===== src/rtl/rr_arbiter16.sv =====
// Round-robin arbiter for 16 requesters with registered grant index, decoded one-hot grant
// and a hold watchdog that forces release after TIMEOUT cycles.
module rr_arbiter16 #(
   parameter int unsigned TIMEOUT = 32,
   parameter int unsigned CNT_W   = 8
) (
   input  logic        clk,
   input  logic        rst,
   input  logic [15:0] req,
   input  logic        done,
   output logic [15:0] grant,
   output logic [3:0]  grant_idx,
   output logic        grant_valid,
   output logic        timeout
);

   typedef enum logic [0:0] {StIdle, StGrant} state_e;

   state_e             state_q, state_d;
   logic [3:0]         ptr_q, ptr_d;
   logic [3:0]         idx_q, idx_d;
   logic               valid_q, valid_d;
   logic [CNT_W-1:0]   cnt_q, cnt_d;
   logic               timeout_q, timeout_d;

   logic               pick_found;
   logic [3:0]         pick_idx;
   logic [3:0]         scan_idx;
   logic               rel_done, rel_drop, rel_to, release_now;

   // First set request bit scanning upward from ptr, wrapping at 16.
   always_comb begin
      pick_found = 1'b0;
      pick_idx   = ptr_q;
      scan_idx   = ptr_q;
      for (int i = 0; i < 16; i++) begin
         scan_idx = ptr_q + 4'(i);
         if (!pick_found && req[scan_idx]) begin
            pick_found = 1'b1;
            pick_idx   = scan_idx;
         end
      end
   end

   assign rel_done    = done;
   assign rel_drop    = !req[idx_q];
   assign rel_to      = (TIMEOUT != 0) && (cnt_q == CNT_W'(TIMEOUT - 1));
   assign release_now = rel_done || rel_drop || rel_to;

   always_comb begin
      state_d   = state_q;
      ptr_d     = ptr_q;
      idx_d     = idx_q;
      valid_d   = valid_q;
      cnt_d     = cnt_q;
      timeout_d = 1'b0;
      unique case (state_q)
         StIdle: begin
            if (pick_found) begin
               idx_d   = pick_idx;
               valid_d = 1'b1;
               cnt_d   = '0;
               state_d = StGrant;
            end
         end
         StGrant: begin
            if (release_now) begin
               valid_d   = 1'b0;
               ptr_d     = idx_q + 4'd1;
               state_d   = StIdle;
               // Flag only releases the watchdog caused on its own.
               timeout_d = rel_to && !rel_done && !rel_drop;
            end else if (cnt_q != '1) begin
               cnt_d = cnt_q + CNT_W'(1);
            end
         end
         default: state_d = StIdle;
      endcase
   end

   always_ff @(posedge clk or posedge rst) begin
      if (rst) begin
         state_q   <= StIdle;
         ptr_q     <= '0;
         idx_q     <= '0;
         valid_q   <= 1'b0;
         cnt_q     <= '0;
         timeout_q <= 1'b0;
      end else begin
         state_q   <= state_d;
         ptr_q     <= ptr_d;
         idx_q     <= idx_d;
         valid_q   <= valid_d;
         cnt_q     <= cnt_d;
         timeout_q <= timeout_d;
      end
   end

   assign grant       = valid_q ? (16'h0001 << idx_q) : 16'h0000;
   assign grant_idx   = idx_q;
   assign grant_valid = valid_q;
   assign timeout     = timeout_q;

endmodule


===== config.mk =====
export PLATFORM = sky130hd
export DESIGN_NAME = rr_arbiter16
export DESIGN_NICKNAME = d
export VERILOG_FILES = /design/src/rtl/rr_arbiter16.sv
export SDC_FILE = /design/constraint.sdc
export NUM_CORES = 1
export LEC_CHECK = 0
export CORE_MARGIN = 3
export CORE_UTILIZATION = 50
export CTS_CLUSTER_SIZE = 20
export DETAILED_ROUTE_END_ITERATION = 8
export GPL_TIMING_DRIVEN = 0
export PLACE_DENSITY = 0.78
export SLEW_MARGIN = 30
export SYNTH_ARGS = -nofsm -noshare
export SYNTH_HDL_FRONTEND = slang
export SYNTH_SLANG_ARGS = --single-unit

===== constraint.sdc =====
create_clock -name clk -period 13.8 [get_ports clk]
set_clock_uncertainty 0.1 [all_clocks]
set_input_delay 3.45 -clock clk [delete_from_list [all_inputs] [get_ports clk]]
set_output_delay 3.45 -clock clk [all_outputs]
set_load 0.02 [all_outputs]

# Word level (Yosys, flattened, before mapping)
# Cells that the tools add are included.
# totals
reg_bits	19
in_bits	19
out_inout_bits	22
word_cells	166
# classes
n_addsub	17
magnitude_cmp	17
n_eq_ne	6
n_shift	1
mux	78
bitwise_logic	1
n_reduce_logical	40
# op_table
cell	count
$lt 4x5->1 const B	17
$bmux 1 s4	17
$mux 4	15
$mux 1	39
$add 4x4->4 const B	8
$mux 8	3
$logic_and 1x1->1	17
$logic_not 1->1	17
$add 4x3->4 const B	4
$mux 16	1
$pmux 8 s2	1
$shl 1x4->16 const A	1
$add 4x1->4 const B	2
$add 4x2->4 const B	2
$add 8x1->8 const B	1
$eq 8x5->1 const B	1
$ne 8x8->1 const B	1
$reduce_and 2->1	3
$ne 2x1->1 const B	2
$ne 2x2->1 const B	2
$pmux 1 s2	2
$reduce_and 3->1	1
$logic_or 1x1->1	2
$not 1->1	1

# Logic depth before layout (Yosys ltp)
# depth
word_depth	50
depth_mapped	14
depth_no_buf	10

# Least setup slack after synthesis
# OpenSTA, ideal clock, no wires.
# synth_timing
path_type	input port to flip-flop
startpoint	input req[3]
endpoint	register idx_q[2], in the netlist grant_idx[2]
setup_ps	130
t_arrival_ps	6104
required_time_ps	13570
slack_ps	7466
path_stages	9
n_path_buf	1
path_cell_list	mux4_1 mux4_2 or2_4 or4_4 buf_6 a2111oi_2 nor3_1 o31ai_2 nand3_1
# synth_via
elab_chain_len	49
elab_cells_between_ends	94
classes_between	mux: 63; reduce/logical: 31
# synth_rtl
element	line_no	source
start, declared	9	input logic [15:0] req,
$bmux 1 s4	38	if (!pick_found && req[scan_idx]) begin
$mux 1 (implied by the code)	38	
$mux 1	38	
$logic_not 1->1	38	
$logic_and 1x1->1	38	
$mux 1	38	
$logic_not 1->1	38	
$logic_and 1x1->1	38	
[... 33 more ...]	-	
$mux 1	38	
$logic_not 1->1	38	
$logic_and 1x1->1	38	
$mux 1	38	
$logic_not 1->1	38	
$logic_and 1x1->1	38	
$mux 1	38	
$reduce_and 2->1 (no line)	-	
end signal, assigned	92	idx_q <= idx_d;
end, declared	21	logic [3:0] idx_q, idx_d;
# Parallel ways exist; a longest one is shown, timed or not. The select of a mux whose other input is x is not followed.
# A chain may end at the register's enable or synchronous reset.

# Worst setup path in the final report
# layout_timing
startpoint	input req[1]
endpoint	register idx_q[1], in the netlist grant_idx[1]
# Same word-level chain as after synthesis.

==> flow_metrics.env <==
export IMPL_cp_end_kind="flop"
export IMPL_synth_compound_area_share_pct=18.7
export IMPL_synth_most_common_cell="mux4_2"
export IMPL_synth_ff_type="dfrtp_1"
export IMPL_grt_use_met1_pct=34.6
export IMPL_rr_startpoint="ptr_q[1]"
export IMPL_path_max_fanout=9
export IMPL_insertedDiodeCount=0
export IMPL_layoutNonFillerInstCount=528
export IMPL_post_dp_cell_area_mm2=0.00413
export IMPL_synth_top_cells_by_area="mux4_2, dfrtp_1, ha_1, mux2i_1, mux2_2"
export IMPL_numPortBuffers=40
export IMPL_first_pass_iters=6
export IMPL_gr_usage_met3_pct=6.13
export IMPL_clockBufferDepth=2
export IMPL_num_vias=3744
export IMPL_synth_cell_types=66
export IMPL_hold_viol_final=0
export IMPL_synth_warnings=0
export IMPL_yosysTopAreaCell="mux4_2"
export IMPL_antenna_found_initial=0
export IMPL_cts_sinks=19
export IMPL_synth_top_family_by_area="multiplexers"
export IMPL_crit_type="in2reg"
export IMPL_synth_xor_area_share_pct=2.42
export IMPL_finalCritPeriodShare_pct=52.7
export IMPL_rr_endpoint="grant_idx[1]"
export IMPL_synth_fp_nets=421
export IMPL_htreeDepth=1
export IMPL_status="complete, no violations"
export IMPL_tightest_slew_ps=816
export IMPL_fill_cells=614
export IMPL_totalNegativeSetupSlack_ps=0
export IMPL_grt_pass1_vias=3439
export IMPL_rows=30
export IMPL_yosysTopAreaCellShare_pct=22.4
export IMPL_hold_class="reg2reg"
export IMPL_hold_start="cnt_q[1]"
export IMPL_min_path_cells=2
export IMPL_wl_mm=11.2
export IMPL_mappedNetlistArea_mm2=0.00361
export IMPL_grt_usage_pct=26.5
export IMPL_cts_resized=0
export IMPL_synthMuxAreaShare_pct=34.1
export IMPL_die_w_um=91.0
export IMPL_drt_iter0_markers=472
export IMPL_rsz0062_at_grt="false"
export IMPL_synth_seq_cells=19
export IMPL_io_pins=41
export IMPL_cts_buffers=3
export IMPL_synthTopCellsByCount="mux4_2, nand2_1, nor2_1"
export IMPL_dieArea_mm2=0.00828
export IMPL_initial_core_util_pct=52.3
export IMPL_cts_tree="done"
export IMPL_layout_area_seq_um2=475
export IMPL_synth_edf_count=0
export IMPL_core_mm2=0.00691
export IMPL_relSlewSlack_pct=44.2
export IMPL_use_met2_pct=43.5
export IMPL_drive_gt1_share_pct=17.6
export IMPL_clk_pin_slew_ps=80
export IMPL_die_y_um=91.0
export IMPL_synthSimpleGateAreaFrac_pct=20.9
export IMPL_critical_path_arrival_ps=7270
export IMPL_min_period_ps=7270
export IMPL_min_to="cnt_q[1]"
export IMPL_multi_input_area_mm2=0.00293
export IMPL_fin_util_pct=60.5
export IMPL_fmax_mhz=138
export IMPL_dp_final_hpwl_mm=8.60
export IMPL_postRouteAntennaNets=0
export IMPL_synthToLayoutAreaGrowth_pct=15.7
export IMPL_r2r_setup_slack_ps=8080
export IMPL_cts_root_buf="clkbuf_8"
export IMPL_cp_startpoint="req[1]"
export IMPL_slew_violations=0
export IMPL_insertion_delay_ps=260
export IMPL_r2r_cells=12
export IMPL_cp_required_ps=13800
export IMPL_grt_remaining_overflow=0
export IMPL_yosys_area_share_adder_pct=4.85
export IMPL_dp_cells=524
export IMPL_drc=0
export IMPL_grt_max_degree=20
export IMPL_cap_violations=0
export IMPL_routedWlPerCell_um=21.1
export IMPL_fin_area_mm2=0.00418
export IMPL_yosysSeqAreaShare_pct=13.2
export IMPL_async_flop_share_pct=100
export IMPL_busiest_layer="met2"
export IMPL_syn_inst=388
export IMPL_startpoint_type="primary input"
export IMPL_gp_congestion=0.964
export IMPL_setup_viol=0
export IMPL_finalNetCount=466
export IMPL_ctsHoldBuffers=0
export IMPL_viasPerCell=7.09
export IMPL_grt_pass1_wl_mm=17.8
export IMPL_postCtsSetupBuffers=0
export IMPL_synth_area_per_cell_um2=9.31
==> registers in the layout (all words and copies together) (netlist names) <==
signal       flops
state_q          1
timeout          1
ptr_q            4
grant_valid      1
grant_idx        4
cnt_q            8
==> final cells by class <==
cell class / instances / area share (%)
Multi-Input combinational cell: 322 / 70.0
Sequential cell: 19 / 11.4
Timing Repair Buffer: 40 / 9.58
Buffer: 25 / 3.08
Tap cell: 96 / 2.87
Inverter: 22 / 1.98
Clock buffer: 3 / 0.988
Clock inverter: 1 / 0.120
==> metrics by stage <==
stage,setup WS [ps],hold WS [ps]
finish,6530,407
global route,6360,457
CTS,6660,408
detailed placement,6400,390
global placement,6430,380
floorplan,7470,364
==> critical path, stage by stage <==
cell and delay [ps]:
clkdlybuf4s50_1 540, mux4_1 660, mux4_2 500, or2_4 260, nor4_4 560, nand4_2 340
o21ai_1 500, a221oi_1 180, o211ai_1 270
==> cell families (layout without fill, tap and decap cells) <==
logic type,after synthesis,after routing
muxes,70,70
DFF,19,19
and+or+nand+nor,135,135
xor gates and xnor gates,10,10
AOI/OAI and AO/OA,93,93
adders and majority gates,14,14
buffers and inverters,47,91
==> placed cells by master (no fill, tap or decap), types with 8 or more instances in the layout <==
cell type	Yosys	layout
inv_1	20	20
and3_1	12	12
mux2i_1	17	17
clkbuf_1	14	14
and2_1	8	8
mux2_2	13	13
ha_1	14	14
nor2_1	22	22
mux4_2	36	36
or3_1	8	8
nor4_1	8	8
nand2_1	32	32
clkdlybuf4s50_1	0	40
dfrtp_1	19	19
nand3_1	11	11
a21oi_1	17	17
o21ai_0	10	10
nor3_1	10	10
==> worst max path at each step <==
stage / to
4_1_cts: grant_idx[1]
5_1_grt: grant_idx[1]
3_5_place_dp: grant_idx[1]
3_3_place_gp: grant_idx[1]
2_1_floorplan: grant_idx[2]
6_report: grant_idx[1]
==> layer usage <==
layer,share of wire [%],up-vias
met4,3.8,0
met5,0,-
met3,9.8,51
li1,-,1627
met1,39,1802
met2,48,264
Power is not shown: default switching activity piles up to over one toggle a cycle in this logic, so the estimate is an artifact.
